`src/rtl/cpu32e2_bus_arbiter.sv`:
```
// ---------------------------------------------------------------------------
// cpu32e2_bus_arbiter
//
// Lets two masters share one pipelined slave bus that uses the
// waitRequest/readValid handshake. m0 is the cpu32e2 core and m1 is a
// secondary agent such as a debug port or a DMA engine.
//
// Arbitration is round-robin. A command that the slave stalls keeps its
// grant until it is accepted. Every accepted read pushes the issuing
// master's ID into a small FIFO. Read responses come back in order, so
// the head of that FIFO names the master that owns each response.
//
// Parameters
//   MAX_PENDING  depth of the ID FIFO, which is the maximum number of
//                outstanding reads (power of 2, >= 2)
//
// Ports
//   clk, reset                 clock, asynchronous active-high reset
//   mN_read / mN_write         master command strobes (N = 0, 1)
//   mN_address                 byte address
//   mN_byteWriteEnable         write byte lanes
//   mN_dataOut                 write data
//   mN_waitRequest             stall back to the master
//   mN_readValid / mN_dataIn   read response to the master
//   s_read / s_write           command to the slave
//   s_address, s_byteWriteEnable, s_dataOut   muxed command fields
//   s_waitRequest              slave stall
//   s_readValid / s_dataIn     slave read response
//   protocolError              sticky flag: the slave responded while
//                              no read was outstanding
//
// Optional feature (macro ARB_LOCK_EN)
//   Adds m0_lock and m1_lock. While the master that won last holds its
//   lock high, the other master cannot win arbitration.
// ---------------------------------------------------------------------------
module cpu32e2_bus_arbiter #(
    parameter int MAX_PENDING = 4
) (
    input  logic        clk,
    input  logic        reset,
`ifdef ARB_LOCK_EN
    input  logic        m0_lock,
    input  logic        m1_lock,
`endif
    input  logic        m0_read,
    input  logic        m0_write,
    input  logic [31:0] m0_address,
    input  logic [3:0]  m0_byteWriteEnable,
    input  logic [31:0] m0_dataOut,
    output logic        m0_waitRequest,
    output logic        m0_readValid,
    output logic [31:0] m0_dataIn,
    input  logic        m1_read,
    input  logic        m1_write,
    input  logic [31:0] m1_address,
    input  logic [3:0]  m1_byteWriteEnable,
    input  logic [31:0] m1_dataOut,
    output logic        m1_waitRequest,
    output logic        m1_readValid,
    output logic [31:0] m1_dataIn,
    output logic        s_read,
    output logic        s_write,
    output logic [31:0] s_address,
    output logic [3:0]  s_byteWriteEnable,
    output logic [31:0] s_dataOut,
    input  logic        s_waitRequest,
    input  logic        s_readValid,
    input  logic [31:0] s_dataIn,
    output logic        protocolError
);

    localparam int AW = $clog2(MAX_PENDING);

    typedef enum logic {
        ARB_FREE,
        ARB_HOLD
    } arbState_t;

    arbState_t         state_q, state_d;
    logic              lastGrant_q, lastGrant_d;
    logic              heldMaster_q, heldMaster_d;
    logic              protocolError_q, protocolError_d;
    logic [AW:0]       count_q, count_d;
    logic [AW-1:0]     wrPtr_q, wrPtr_d;
    logic [AW-1:0]     rdPtr_q, rdPtr_d;
    logic [MAX_PENDING-1:0] fifoId_q, fifoId_d;

    logic fifoFull;
    logic req0, req1;
    logic rdOnly0, rdOnly1;
    logic elig0, elig1;
    logic grantValid, grantMaster;
    logic grantRead, grantWrite;
    logic accept, stall;
    logic push, pop;
    logic headId;

    // A write always qualifies. A read only qualifies while the ID FIFO has
    // room, and a pop in the same cycle does not count as room.
    always_comb begin
        fifoFull = (count_q == (AW+1)'(MAX_PENDING));
        req0     = m0_read | m0_write;
        req1     = m1_read | m1_write;
        rdOnly0  = m0_read & ~m0_write;
        rdOnly1  = m1_read & ~m1_write;
        elig0    = m0_write | (m0_read & ~fifoFull);
        elig1    = m1_write | (m1_read & ~fifoFull);
`ifdef ARB_LOCK_EN
        if (~lastGrant_q & m0_lock) begin
            elig1 = 1'b0;
        end
        if (lastGrant_q & m1_lock) begin
            elig0 = 1'b0;
        end
`endif
    end

    // Grant selection. A stalled command keeps its grant. Otherwise a tie
    // goes to the master that did not win last time. No grant is given
    // while reset is asserted, so every requester sees a stall.
    always_comb begin
        grantValid  = 1'b0;
        grantMaster = 1'b0;
        if (reset) begin
            grantValid = 1'b0;
        end else if (state_q == ARB_HOLD) begin
            grantMaster = heldMaster_q;
            grantValid  = heldMaster_q ? req1 : req0;
        end else if (elig0 & elig1) begin
            grantValid  = 1'b1;
            grantMaster = ~lastGrant_q;
        end else if (elig0) begin
            grantValid  = 1'b1;
            grantMaster = 1'b0;
        end else if (elig1) begin
            grantValid  = 1'b1;
            grantMaster = 1'b1;
        end
        accept = grantValid & ~s_waitRequest;
        stall  = grantValid & s_waitRequest;
    end

    // Hold FSM: state register
    always_ff @(posedge clk or posedge reset) begin
        if (reset) begin
            state_q <= ARB_FREE;
        end else begin
            state_q <= state_d;
        end
    end

    // Hold FSM: next state. The FSM leaves HOLD once the held command is
    // no longer stalled, including when the master has dropped it.
    always_comb begin
        state_d = state_q;
        case (state_q)
            ARB_FREE: if (stall)  state_d = ARB_HOLD;
            ARB_HOLD: if (!stall) state_d = ARB_FREE;
            default:  state_d = ARB_FREE;
        endcase
    end

    // Hold FSM outputs: slave command mux, master stalls and response
    // steering. When read and write are both high, the command is a write.
    always_comb begin
        grantRead          = grantValid & (grantMaster ? rdOnly1 : rdOnly0);
        grantWrite         = grantValid & (grantMaster ? m1_write : m0_write);
        s_read             = grantRead;
        s_write            = grantWrite;
        s_address          = 32'h0;
        s_byteWriteEnable  = 4'h0;
        s_dataOut          = 32'h0;
        if (grantValid) begin
            s_address         = grantMaster ? m1_address : m0_address;
            s_byteWriteEnable = grantMaster ? m1_byteWriteEnable : m0_byteWriteEnable;
            s_dataOut         = grantMaster ? m1_dataOut : m0_dataOut;
        end
        m0_waitRequest = ~(accept & ~grantMaster);
        m1_waitRequest = ~(accept & grantMaster);
        headId         = fifoId_q[rdPtr_q];
        m0_readValid   = pop & ~headId;
        m1_readValid   = pop & headId;
        m0_dataIn      = s_dataIn;
        m1_dataIn      = s_dataIn;
        protocolError  = protocolError_q;
    end

    // Arbitration history and the ID FIFO. A response that arrives while
    // no read is outstanding is dropped and raises the sticky error flag.
    always_comb begin
        lastGrant_d     = lastGrant_q;
        heldMaster_d    = heldMaster_q;
        protocolError_d = protocolError_q;
        count_d         = count_q;
        wrPtr_d         = wrPtr_q;
        rdPtr_d         = rdPtr_q;
        fifoId_d        = fifoId_q;
        push            = accept & grantRead;
        pop             = s_readValid & (count_q != '0);

        if (stall) begin
            heldMaster_d = grantMaster;
        end
        if (accept) begin
            lastGrant_d = grantMaster;
        end
        if (s_readValid & (count_q == '0)) begin
            protocolError_d = 1'b1;
        end
        if (push) begin
            fifoId_d[wrPtr_q] = grantMaster;
            wrPtr_d           = wrPtr_q + AW'(1);
        end
        if (pop) begin
            rdPtr_d = rdPtr_q + AW'(1);
        end
        case ({push, pop})
            2'b10:   count_d = count_q + (AW+1)'(1);
            2'b01:   count_d = count_q - (AW+1)'(1);
            default: count_d = count_q;
        endcase
    end

    // Datapath registers. lastGrant starts at 1 so that m0 wins the first tie.
    always_ff @(posedge clk or posedge reset) begin
        if (reset) begin
            lastGrant_q     <= 1'b1;
            heldMaster_q    <= 1'b0;
            protocolError_q <= 1'b0;
            count_q         <= '0;
            wrPtr_q         <= '0;
            rdPtr_q         <= '0;
            fifoId_q        <= '0;
        end else begin
            lastGrant_q     <= lastGrant_d;
            heldMaster_q    <= heldMaster_d;
            protocolError_q <= protocolError_d;
            count_q         <= count_d;
            wrPtr_q         <= wrPtr_d;
            rdPtr_q         <= rdPtr_d;
            fifoId_q        <= fifoId_d;
        end
    end

endmodule

```
`config.mk`:
```
export PLATFORM = sky130hd
export DESIGN_NAME = cpu32e2_bus_arbiter
export DESIGN_NICKNAME = d
export VERILOG_FILES = /design/src/rtl/cpu32e2_bus_arbiter.sv
export SDC_FILE = /design/constraint.sdc
export NUM_CORES = 1
export LEC_CHECK = 0
export CORE_AREA = 2 2 122 124
export CTS_CLUSTER_DIAMETER = 80
export CTS_CLUSTER_SIZE = 10
export DETAILED_ROUTE_END_ITERATION = 10
export DIE_AREA = 0 0 124 126
export DONT_BUFFER_PORTS = 1
export GPL_TIMING_DRIVEN = 0
export SETUP_SLACK_MARGIN = 0.1
export SLEW_MARGIN = 30
export SYNTH_ARGS = -nofsm -noshare
export SYNTH_HDL_FRONTEND = slang
export SYNTH_SLANG_ARGS = --single-unit
```
`constraint.sdc`:
```
create_clock -name clk -period 7.8 [get_ports clk]
set_input_delay 0.39 -clock clk [delete_from_list [all_inputs] [get_ports clk]]
set_output_delay 0.39 -clock clk [all_outputs]
set_load 0.01 [all_outputs]
```
---- Word level (Yosys, flattened, before mapping) ----
Index checks and enable logic that the tools add are counted.
storage, ports and cells
  output and inout bits ................... 139
  register bits after elaboration ......... 15
  logic and storage cells ................. 76
operators by class
  reduce and logical (&&, ||, !) cells .... 4
  mux-type cells .......................... 25
  equality and inequality tests ........... 3
  $add $sub $neg .......................... 4
  bitwise logic cells ..................... 29
  $lt $le $gt $ge ......................... 3
operators by type and width
  kind                   count
  $mux W32               4
  $and A1 B1 Y1          16
  $mux W1                15
  $not A1 Y1             9
  $mux W4                2
  $lt A2 B3 Y1 const B   2
  $pmux W3 S2            1
  $add A2 B1 Y2 const B  2
  $bwmux W4              1
  $or A1 B1 Y1           4
  $add A3 B1 Y3 const B  1
  $eq A3 B3 Y1 const B   1
  $logic_not A3 Y1       1
  $reduce_bool A3 Y1     1
  $sub A3 B1 Y3 const B  1
  $bmux W1 S2            1
  $demux W1 S2           1
  $eq A2 B1 Y1 const B   1
  $eq A2 B2 Y1 const B   1
  $ge A2 B1 Y1 const B   1
  $reduce_bool A2 Y1     1
  $logic_and A1 B1 Y1    1

---- Depth between registers and ports, before layout ----
Gate-level depths: netlist of run 1.
  word-level depth ........................ 14
  mapped depth ............................ 11
  gate-level depth less buffers ........... 11

---- Worst setup path before layout of run 1 ----
No wires, ideal clock.
  path type ............................... register -> register
  start ................................... register count_q[0]
  end ..................................... register count_q[2]
  clock period less this slack ............ 2.642 ns
  arrival ................................. 2.520 ns
  cell stages (with the launch flop) ...... 12
  slack ................................... 5.158 ns
  buffers on the path ..................... 0
  setup time .............................. 0.122 ns
  cell sequence ........................... dfrtp_1 -> nor2_2 -> a311o_1 -> or4_4 -> a311oi_2 -> inv_1 -> ha_1 -> inv_1 -> fa_1 -> xor2_1 -> nor2_1 -> xnor2_1
between the ends
  longest elaborated chain between the ends .. 14
RTL lines
  what                                               RTL line  RTL
  from (decl)                                        83        logic [AW:0] count_q, count_d;
  from (signal assigned)                             238       count_q <= count_d;
  $eq A3 B3 Y1                                       101       fifoFull = (count_q == (AW+1)'(MAX_PENDING));
  $not A1 Y1                                         106, 107
  $and A1 B1 Y1                                      107       elig1 = m1_write | (m1_read & ~fifoFull);
  $or A1 B1 Y1                                       107
  $mux W1                                            135       end else if (elig1) begin
  $mux W1                                            132       end else if (elig0) begin
  $mux W1                                            129       end else if (elig0 & elig1) begin
  $mux W1                                            126       end else if (state_q == ARB_HOLD) begin
  $mux W1                                            124       if (reset) begin
  $mux W1                                            166       grantRead = grantValid & (grantMaster ? rdOnly1 : rdOnly0);
  $and A1 B1 Y1                                      166
  $and A1 B1 Y1                                      198       push = accept & grantRead;
  $eq A2 B1 Y1 or $eq A2 B2 Y1 (tied branches)       217       case ({push, pop})
  $pmux W3 S2 or $reduce_bool A2 Y1 (tied branches)  --
Several ways; a longest one is shown, not always the timed one.
A chain may end at the register's enable or synchronous reset.

---- Worst setup path after layout of run 1 ----
  start ................................... register count_q[0]
  end ..................................... output port s_address[31]
between the ends
  longest elaborated chain between the ends .. 11
RTL lines
  what            RTL line  RTL
  $eq A3 B3 Y1 *  101
  $not A1 Y1 *    106, 107
  $and A1 B1 Y1   107
  $or A1 B1 Y1    107
  $mux W1         135
  $mux W1         132
  $mux W1         129
  $mux W1         126
  $mux W1         124
  $mux W32        174       s_address = grantMaster ? m1_address : m0_address;
  $mux W32 *      173       if (grantValid) begin
  to (decl)       63        output logic [31:0] s_address,
Mark *: on every way between the ends. The rest lies on a longest branch, timed or not.

==> run_results.csv, run 1 <==
group,metric,value,unit
floorplanning,placeableCoreArea,14300,um2
yosys,yosys_most_used_dff,"sky130_fd_sc_hd__dfrtp_1",
floorplanning,die_x,124,um
floorplanning,initial_utilization,18.1,%
yosys,synth_seq_cells,15,
worst_setup_path,cp_data_arrival_time,2970,ps
route,route.vias.total,2999,
yosys,count_of_flip_flops_with_a_built_in_enable_after_synthesis,0,
cts,numClockSinks,15,
sta,slew_headroom,44.8,%
yosys,syn-num-nets,587,
cts,path_clk_slew,50,ps
yosys,synth-warning-count,0,
yosys,syn_avg_cell_area,6.41,um2
route,dr.pass1.iters,4,
sta,final.setup_skew,1.61,ps
worst_setup_path,crit_path_start_kind,"flop",
sta,finalHoldViolCount,0,
route,detail_route.wirelength,13000,um
cts,cts_root_buffer,"sky130_fd_sc_hd__clkbuf_16",
sta,worst_pin_slew,822,ps
sta,finalCriticalPeriod,3360,ps
grt,grt_pass1_wl,17400,um
worst_setup_path,path_buf_inv,1,
place,dp.final_hpwl,10800,um
yosys,async_reset_ff_share,100,%
route,final_antenna_net_count,0,
sta,fmax,298,MHz
power,power.density_cell_area,213,nW/um2
worst_setup_path,worstPathMaxFanout,10,
route,via_per_inst,5.04,
yosys,synth_seq_area_share,14.5,%
worst_setup_path,worst_path_max_delay_cell,"sky130_fd_sc_hd__o21ai_1",
worst_setup_path,critPathCaptureType,"output pin",
floorplanning,chipHeight,126,um
route,wl_per_cell,21.8,um
cells_and_area,drive_gt1_share,20.0,%
cts,worst_skew_pair.late_latency,240,ps
floorplanning,num_io_pins,315,
place,placed_cell_area,2830,um2
cts,postCtsResizedCells,0,
sta,total_count_of_max_transition_violations_in_the_final_report,0,
place,port_buffers,0,
cts,tritoncts,"done",
worst_setup_path,path_cells,"nor2_2 -> a311o_1 -> o21ai_1 -> clkbuf_1 -> nand3_1 -> a21oi_1",
cts,clockBufferDepth,2,
worst_setup_path,timing.setup.critical_path_class,"flop to output pin",
cells_and_area,final_net_count,593,
place,gp_routability_congestion,0.858,
floorplanning,die_ar,15600,um2
sta,post-route-period-util,43.0,%
grt,grt_pass1_vias,2746,
power,vdd.ir_drop.worst,74.4,uV
grt,grt_max_degree,25,
flow_run,maxCapViolCount,0,
sta,rsz0062_at_grt,"no",
min_path,worstHoldPathType,"primary input to flop",
route,drt_drc_violations_left,0,
cts,post_cts.repair.setup_buffers,0,
cells_and_area,area_growth_syn_to_layout,12.3,%
sta,setup_tns,0,ps
floorplanning,std_cell_rows,44,
grt,grt_usage,15.0,%
cts,hold_buf_count_cts,0,
yosys,post_synth_inst_count,405,
worst_setup_path,cp_slowest_stage_delay,670,ps
grt,globalRouteOverflowTotal,0,
cells_and_area,postLayoutCoreUtil,20.4,%
power,p_leak,1.05,nW
worst_setup_path,critPathTopFamily,"compound AO/OA/AOI/OAI gates",
status,run_status,"completed",
cts,h_tree_levels,1,
sta,setup_viol,0,
grt,grt_antenna_before_repair,2,
yosys,post_synth_instance_area,2600,um2
route,drt_first_iter_violations,127,
cells_and_area,finalInstanceArea,2920,um2
yosys,synth.distinct_cells,34,
cts,cts-buffers-inserted,3,
worst_setup_path,crit_required,7410,ps
## final timing paths
check                            start            end  slack, ps  depth (start not counted)
max                         count_q[0]  s_address[31]       4440                          6
min                        s_readValid  protocolError        300                          1
max reg2reg                 count_q[0]     count_q[2]       4930                         11
min reg2reg                 rdPtr_q[1]     rdPtr_q[1]        480                          1
max in group asynchronous        reset    lastGrant_q       6670                          3
min in group asynchronous        reset   heldMaster_q        750                          3
## worst reg2reg max path, cell delays in order (launching register included)
cell	delay [ps]
sky130_fd_sc_hd__dfrtp_1	420
sky130_fd_sc_hd__nor2_2	90
sky130_fd_sc_hd__a311o_1	410
sky130_fd_sc_hd__or4_4	540
sky130_fd_sc_hd__a311oi_2	390
sky130_fd_sc_hd__inv_1	90
sky130_fd_sc_hd__ha_1	230
sky130_fd_sc_hd__inv_1	70
sky130_fd_sc_hd__fa_1	170
sky130_fd_sc_hd__xor2_1	150
sky130_fd_sc_hd__nor2_1	70
sky130_fd_sc_hd__xnor2_1	130
## Yosys cell counts, drive strengths merged, types with 2 or more instances
| library cell | n | share of area [%] |
|---|---|---|
| buf | 64 | 19 |
| nand2 | 5 | 0.72 |
| a31oi | 7 | 1.7 |
| mux2 | 3 | 1.3 |
| inv | 16 | 2.3 |
| clkbuf | 37 | 5.3 |
| o21ai | 72 | 14 |
| a31o | 4 | 1.3 |
| xnor2 | 5 | 1.7 |
| nor3 | 2 | 0.39 |
| nor2 | 8 | 1.3 |
| nand3 | 71 | 14 |
| ha | 5 | 2.4 |
| a21oi | 73 | 14 |
| o211ai | 2 | 0.58 |
| dfrtp | 14 | 13 |
| nor2b | 4 | 0.96 |
## layout make-up
cell class | count | area, um2
fill | 1672 | 11400
multi-input combinational | 273 | 1540
buffer | 101 | 621
sequential | 15 | 377
tap | 184 | 230
clock buffer | 3 | 75.1
inverter | 16 | 60.1
clock inverter | 1 | 5.00
timing repair buffer | 1 | 5.00
antenna | 1 | 2.50
## stage by stage
stage / hold slack (ps) / total power, W / setup slack, ps / cells
floorplan: 453 / 0.000418 / 5160 / 405
global placement: 479 / 0.000520 / 4600 / 589
detailed placement: 482 / 0.000525 / 4630 / 590
CTS: 301 / 0.000627 / 4350 / 594
global route: 308 / 0.000674 / 4200 / 595
finish: 301 / 0.000622 / 4440 / 595
## where the power goes
group | internal, W | switching, W
clock network | 0.0000685 | 0.0000340
logic | 0.000122 | 0.000264
registers | 0.000106 | 0.0000273
total | 0.000296 | 0.000326
## layer usage
layer	track usage, %	up-vias	wire length [um]
met1	19.2	1399	5180
met4	2.38	0	177
li1	-	1387	-
met3	1.99	8	985
met2	27.0	205	6610
met5	0	-	0
## placed cells by master, fill, tap and decap left out, types with 2 or more instances in the layout
cell and instances:
sky130_fd_sc_hd__a21oi_1 73, sky130_fd_sc_hd__nand3_1 71, sky130_fd_sc_hd__o21ai_0 70, sky130_fd_sc_hd__buf_4 64
sky130_fd_sc_hd__clkbuf_1 36, sky130_fd_sc_hd__inv_1 15, sky130_fd_sc_hd__dfrtp_1 14, sky130_fd_sc_hd__nor2_1 7
sky130_fd_sc_hd__a31oi_1 7, sky130_fd_sc_hd__nand2_1 5, sky130_fd_sc_hd__xnor2_1 5, sky130_fd_sc_hd__ha_1 5
sky130_fd_sc_hd__a31o_2 4, sky130_fd_sc_hd__nor2b_1 4, sky130_fd_sc_hd__clkbuf_16 3, sky130_fd_sc_hd__nor3_1 2
sky130_fd_sc_hd__o211ai_1 2, sky130_fd_sc_hd__o21ai_1 2, sky130_fd_sc_hd__mux2_2 2
## logic make-up (layout without fill, tap and decap cells)
| kind of cell | after synthesis | in the layout | share of synthesized area (%) |
|---|---|---|---|
| AOI/OAI and AO/OA | 164 | 164 | 33.9 |
| xor gates and xnor gates | 6 | 6 | 2.02 |
| adders and majority gates | 6 | 6 | 3.18 |
| buffers and inverters | 117 | 122 | 26.2 |
| DFF | 15 | 15 | 14.5 |
| muxes | 5 | 5 | 2.55 |
| other | 0 | 1 | 0 |
| and+or+nand+nor | 92 | 92 | 17.7 |
## sequential cells by signal, indices dropped and copies added (netlist names)
signal,flops
protocolError,1
fifoId_q,4
count_q,3
rdPtr_q,2
wrPtr_q,2
heldMaster_q,1
state_q,1
lastGrant_q,1
(Power assumes the default switching activity.)
==> run 2: changes to the inputs <==
- ABC_AREA: unset -> 1
- clock period: 7.8 -> 3.45 ns (I/O delays scaled with it)
==> run 2 against run 1 <==
  * Power increased by 110%
  * Die area unchanged
  * Core utilization decreased by 0.83 points
  * Clock-buffer cell count unchanged
  * Register-to-register slack got worse by 3900 ps
  * Synthesized cell count increased by 1.2%
  * Cell area decreased by 4.1%
  * Critical path type is now primary input to flop
  * Critical endpoint is now count_q[1]
  * Highest routed layer unchanged
==> run_results.csv, run 2 <==
group,metric,value,unit
status,run_status,"completed",
cts,tritoncts,"done",
route,detail_route.wirelength.met1,4060,um
route,drt_first_iter_violations,100,
min_path,timing.hold.worst_path_depth,2,
cells_and_area,final_common_cell,"sky130_fd_sc_hd__nor2_1",
cts,cts-buffers-inserted,3,
route,route.vias.total,2568,
yosys,synth.top_cell.area_share,20.3,%
power,fraction_of_power_spent_switching_nets,49.2,%
min_path,worst_hold_path.endpoint,"state_q",
yosys,synth.distinct_cells,29,
cts,worst_skew_pair.late_latency,250,ps
cells_and_area,layout_top_registers,"fifoId_q (4), count_q (3)",
cells_and_area,antennaDiodeCount,0,
cells_and_area,layout.cells.most_common_list,"134 x sky130_fd_sc_hd__nor2_1, 66 x sky130_fd_sc_hd__buf_4, 66 x sky130_fd_sc_hd__o21ai_0",
floorplanning,std_cell_rows,44,
yosys,synth_seq_area_share,15.2,%
power,vdd.ir_drop.worst,205,uV
worst_setup_path,critPathCaptureType,"flop",
cts,clockBufferDepth,2,
worst_setup_path,reg2reg_to,"count_q[2]",
floorplanning,placeableCoreArea,14300,um2
sta,post-route-period-util,81.2,%
yosys,synth.top_cells.by_count,"134 x sky130_fd_sc_hd__nor2_1, 66 x sky130_fd_sc_hd__buf_4, 66 x sky130_fd_sc_hd__o21ai_0",
yosys,yosys_most_used_dff,"sky130_fd_sc_hd__dfrtp_1",
worst_setup_path,worstPathMaxFanout,16,
cts,numClockSinks,15,
grt,grt_pass1_wl,12700,um
sta,rsz0062_at_grt,"no",
route,topRoutingLayerUsed,"met4",
yosys,post_synth_inst_count,410,
worst_setup_path,worst-r2r-setup-slack,1010,ps
cts,postCtsResizedCells,0,
route,detail_route.wirelength,9820,um
cells_and_area,largest_register,"fifoId_q",
sta,finalHoldViolCount,0,
yosys,synth-warning-count,0,
worst_setup_path,crit_required,3620,ps
power,power.density_cell_area,465,nW/um2
sta,total_count_of_max_transition_violations_in_the_final_report,0,
power,p_int,0.000662,W
yosys,synth.most_common_cell,"sky130_fd_sc_hd__nor2_1",
power,power_frac_clock,18.1,%
yosys,post_synth_instance_area,2470,um2
floorplanning,num_io_pins,315,
power,comb_power_share,59.0,%
sta,finalCriticalPeriod,2800,ps
min_path,holdCritStartpoint,"s_waitRequest",
route,final_antenna_net_count,0,
worst_setup_path,rr_worst_depth,15,
grt,globalRouteOverflowTotal,0,
power,power.share.sequential,22.9,%
place,port_buffers,0,
sta,final.setup_skew,7.33,ps
floorplanning,initial_utilization,17.3,%
yosys,netlist.top_cell.by_area,"sky130_fd_sc_hd__nor2_1",
cells_and_area,postLayoutCoreUtil,19.5,%
sta,fmax,357,MHz
cts,h_tree_levels,1,
yosys,count_of_flip_flops_with_a_built_in_enable_after_synthesis,0,
cells_and_area,final_net_count,598,
yosys,syn_avg_cell_area,6.03,um2
sta,setup_tns,0,ps
route,dr.pass1.iters,4,
cells_and_area,area_growth_syn_to_layout,13.1,%
worst_setup_path,cp_data_arrival_time,2970,ps
route,wl_met3,956,um
power,p_leak,1.28,nW
flow_run,maxCapViolCount,0,
grt,grt_max_degree,17,
route,via_per_inst,4.29,
place,gp_routability_congestion,0.703,
place,dp.final_hpwl,8460,um
min_path,worstHoldPathType,"primary input to flop",
floorplanning,chipHeight,126,um
yosys,top_cells_by_area_in_the_synthesized_netlist,"sky130_fd_sc_hd__nor2_1 20%, sky130_fd_sc_hd__buf_4 20%, sky130_fd_sc_hd__dfrtp_1 14%",
worst_setup_path,timing.setup.critical_path_class,"primary input to flop",
cts,cts_root_buffer,"sky130_fd_sc_hd__clkbuf_16",
yosys,synth_seq_cells,15,
yosys,async_reset_ff_share,100,%
grt,grt_pass1_vias,2178,
worst_setup_path,r2r-start,"count_q[0]",
worst_setup_path,crit_path_start_kind,"primary input",
sta,setup_viol,0,
route,detailroute.wirelength.met2,4750,um
floorplanning,die_ar,15600,um2
grt,grt_usage,10.9,%
route,drt_drc_violations_left,0,
power,power_switching,0.000640,W
cells_and_area,drive_gt1_share,27.5,%
cells_and_area,largest_reg_flops,4,
floorplanning,die_x,124,um
sta,worst_pin_slew,630,ps
sta,slew_headroom,57.9,%
route,wl_per_cell,16.4,um
yosys,syn-num-nets,592,
grt,grt_antenna_before_repair,0,
cts,path_clk_slew,50,ps
run 2: changes by cell type after synthesis, moves of 5 or more:
cell	previous run	this run
sky130_fd_sc_hd__nor2_1	7	134
sky130_fd_sc_hd__a21oi_1	73	5
sky130_fd_sc_hd__nand3_1	71	6
sky130_fd_sc_hd__clkbuf_1	37	6
sky130_fd_sc_hd__nand2_1	5	31
sky130_fd_sc_hd__nor2_2	1	13
sky130_fd_sc_hd__a31oi_1	7	0
sky130_fd_sc_hd__buf_6	0	7
sky130_fd_sc_hd__buf_2	0	6
sky130_fd_sc_hd__o21ai_1	2	7
run 2: what timing repair did:
action                    in CTS  in global routing
hold endpoints to repair      14                  0
setup buffers                  0                  0
hold buffers                   1                  0
run 2: logic make-up (layout without fill, tap and decap cells):
group                      after synthesis  in the layout  synth area share, %
AOI/OAI and AO/OA                       81             81                 16.8
adders and majority gates                6              6                 3.34
xor gates and xnor gates                 3              3                 1.06
buffers and inverters                  107            112                 29.2
DFF                                     15             15                 15.2
and+or+nand+nor                        198            198                 34.3
run 2: metrics by stage:
step | power [W] | setup WS [ps] | area (um2) | cells | hold WS [ps]
5_1_grt | 0.00144 | 280 | 2800 | 599 | 58.5
2_1_floorplan | 0.000909 | 1210 | 2470 | 410 | 81.5
4_1_cts | 0.00132 | 517 | 2800 | 599 | 50.7
3_3_place_gp | 0.00107 | 883 | 2700 | 594 | 170
3_5_place_dp | 0.00108 | 818 | 2700 | 594 | 181
6_report | 0.00130 | 650 | 2800 | 599 | 55.8
run 2: layer usage:
layer / track usage, % / up-vias
met5: 0 / -
met4: 1.39 / 0
met3: 2.49 / 5
met2: 18.5 / 159
met1: 14.4 / 1162
li1: - / 1242
run 2: area by class of cell:
type / instances / area, um2
plain buffers: 88 / 652
clock buffers: 3 / 75.1
clock inverters: 1 / 7.51
fillers: 1640 / 11500
inverters: 19 / 71.3
multi-input cells: 288 / 1370
flip-flops and latches: 15 / 377
well taps: 184 / 230
repair buffers: 1 / 10.0
run 2: worst max path at each step:
| stage | start | end | slack (ps) | cells after the start |
|---|---|---|---|---|
| 2_1_floorplan | count_q[0] | count_q[2] | 1210 | 15 |
| 3_3_place_gp | reset | count_q[1] | 880 | 10 |
| 3_5_place_dp | reset | count_q[1] | 820 | 10 |
| 4_1_cts | reset | count_q[1] | 520 | 11 |
| 5_1_grt | reset | count_q[1] | 280 | 11 |
| 6_report | reset | count_q[1] | 650 | 11 |
run 2: critical path, cell delays in order:
cell and delay (ps):
sky130_fd_sc_hd__dlygate4sd3_1 540, sky130_fd_sc_hd__inv_1 470, sky130_fd_sc_hd__nand2_1 190, sky130_fd_sc_hd__nor2_4 330, sky130_fd_sc_hd__nand2_1 110, sky130_fd_sc_hd__nor2_2 150
sky130_fd_sc_hd__nand2_1 130, sky130_fd_sc_hd__ha_1 210, sky130_fd_sc_hd__inv_1 90, sky130_fd_sc_hd__fa_1 410, sky130_fd_sc_hd__o21ai_0 160
run 2: power by group through the flow:
stage	Clock [W]	Sequential (W)	Combinational, W
floorplan	0	0.000287	0.000621
global placement	0	0.000299	0.000768
detailed placement	0	0.000300	0.000776
CTS	0.000241	0.000298	0.000779
global route	0.000252	0.000310	0.000879
finish	0.000235	0.000298	0.000768
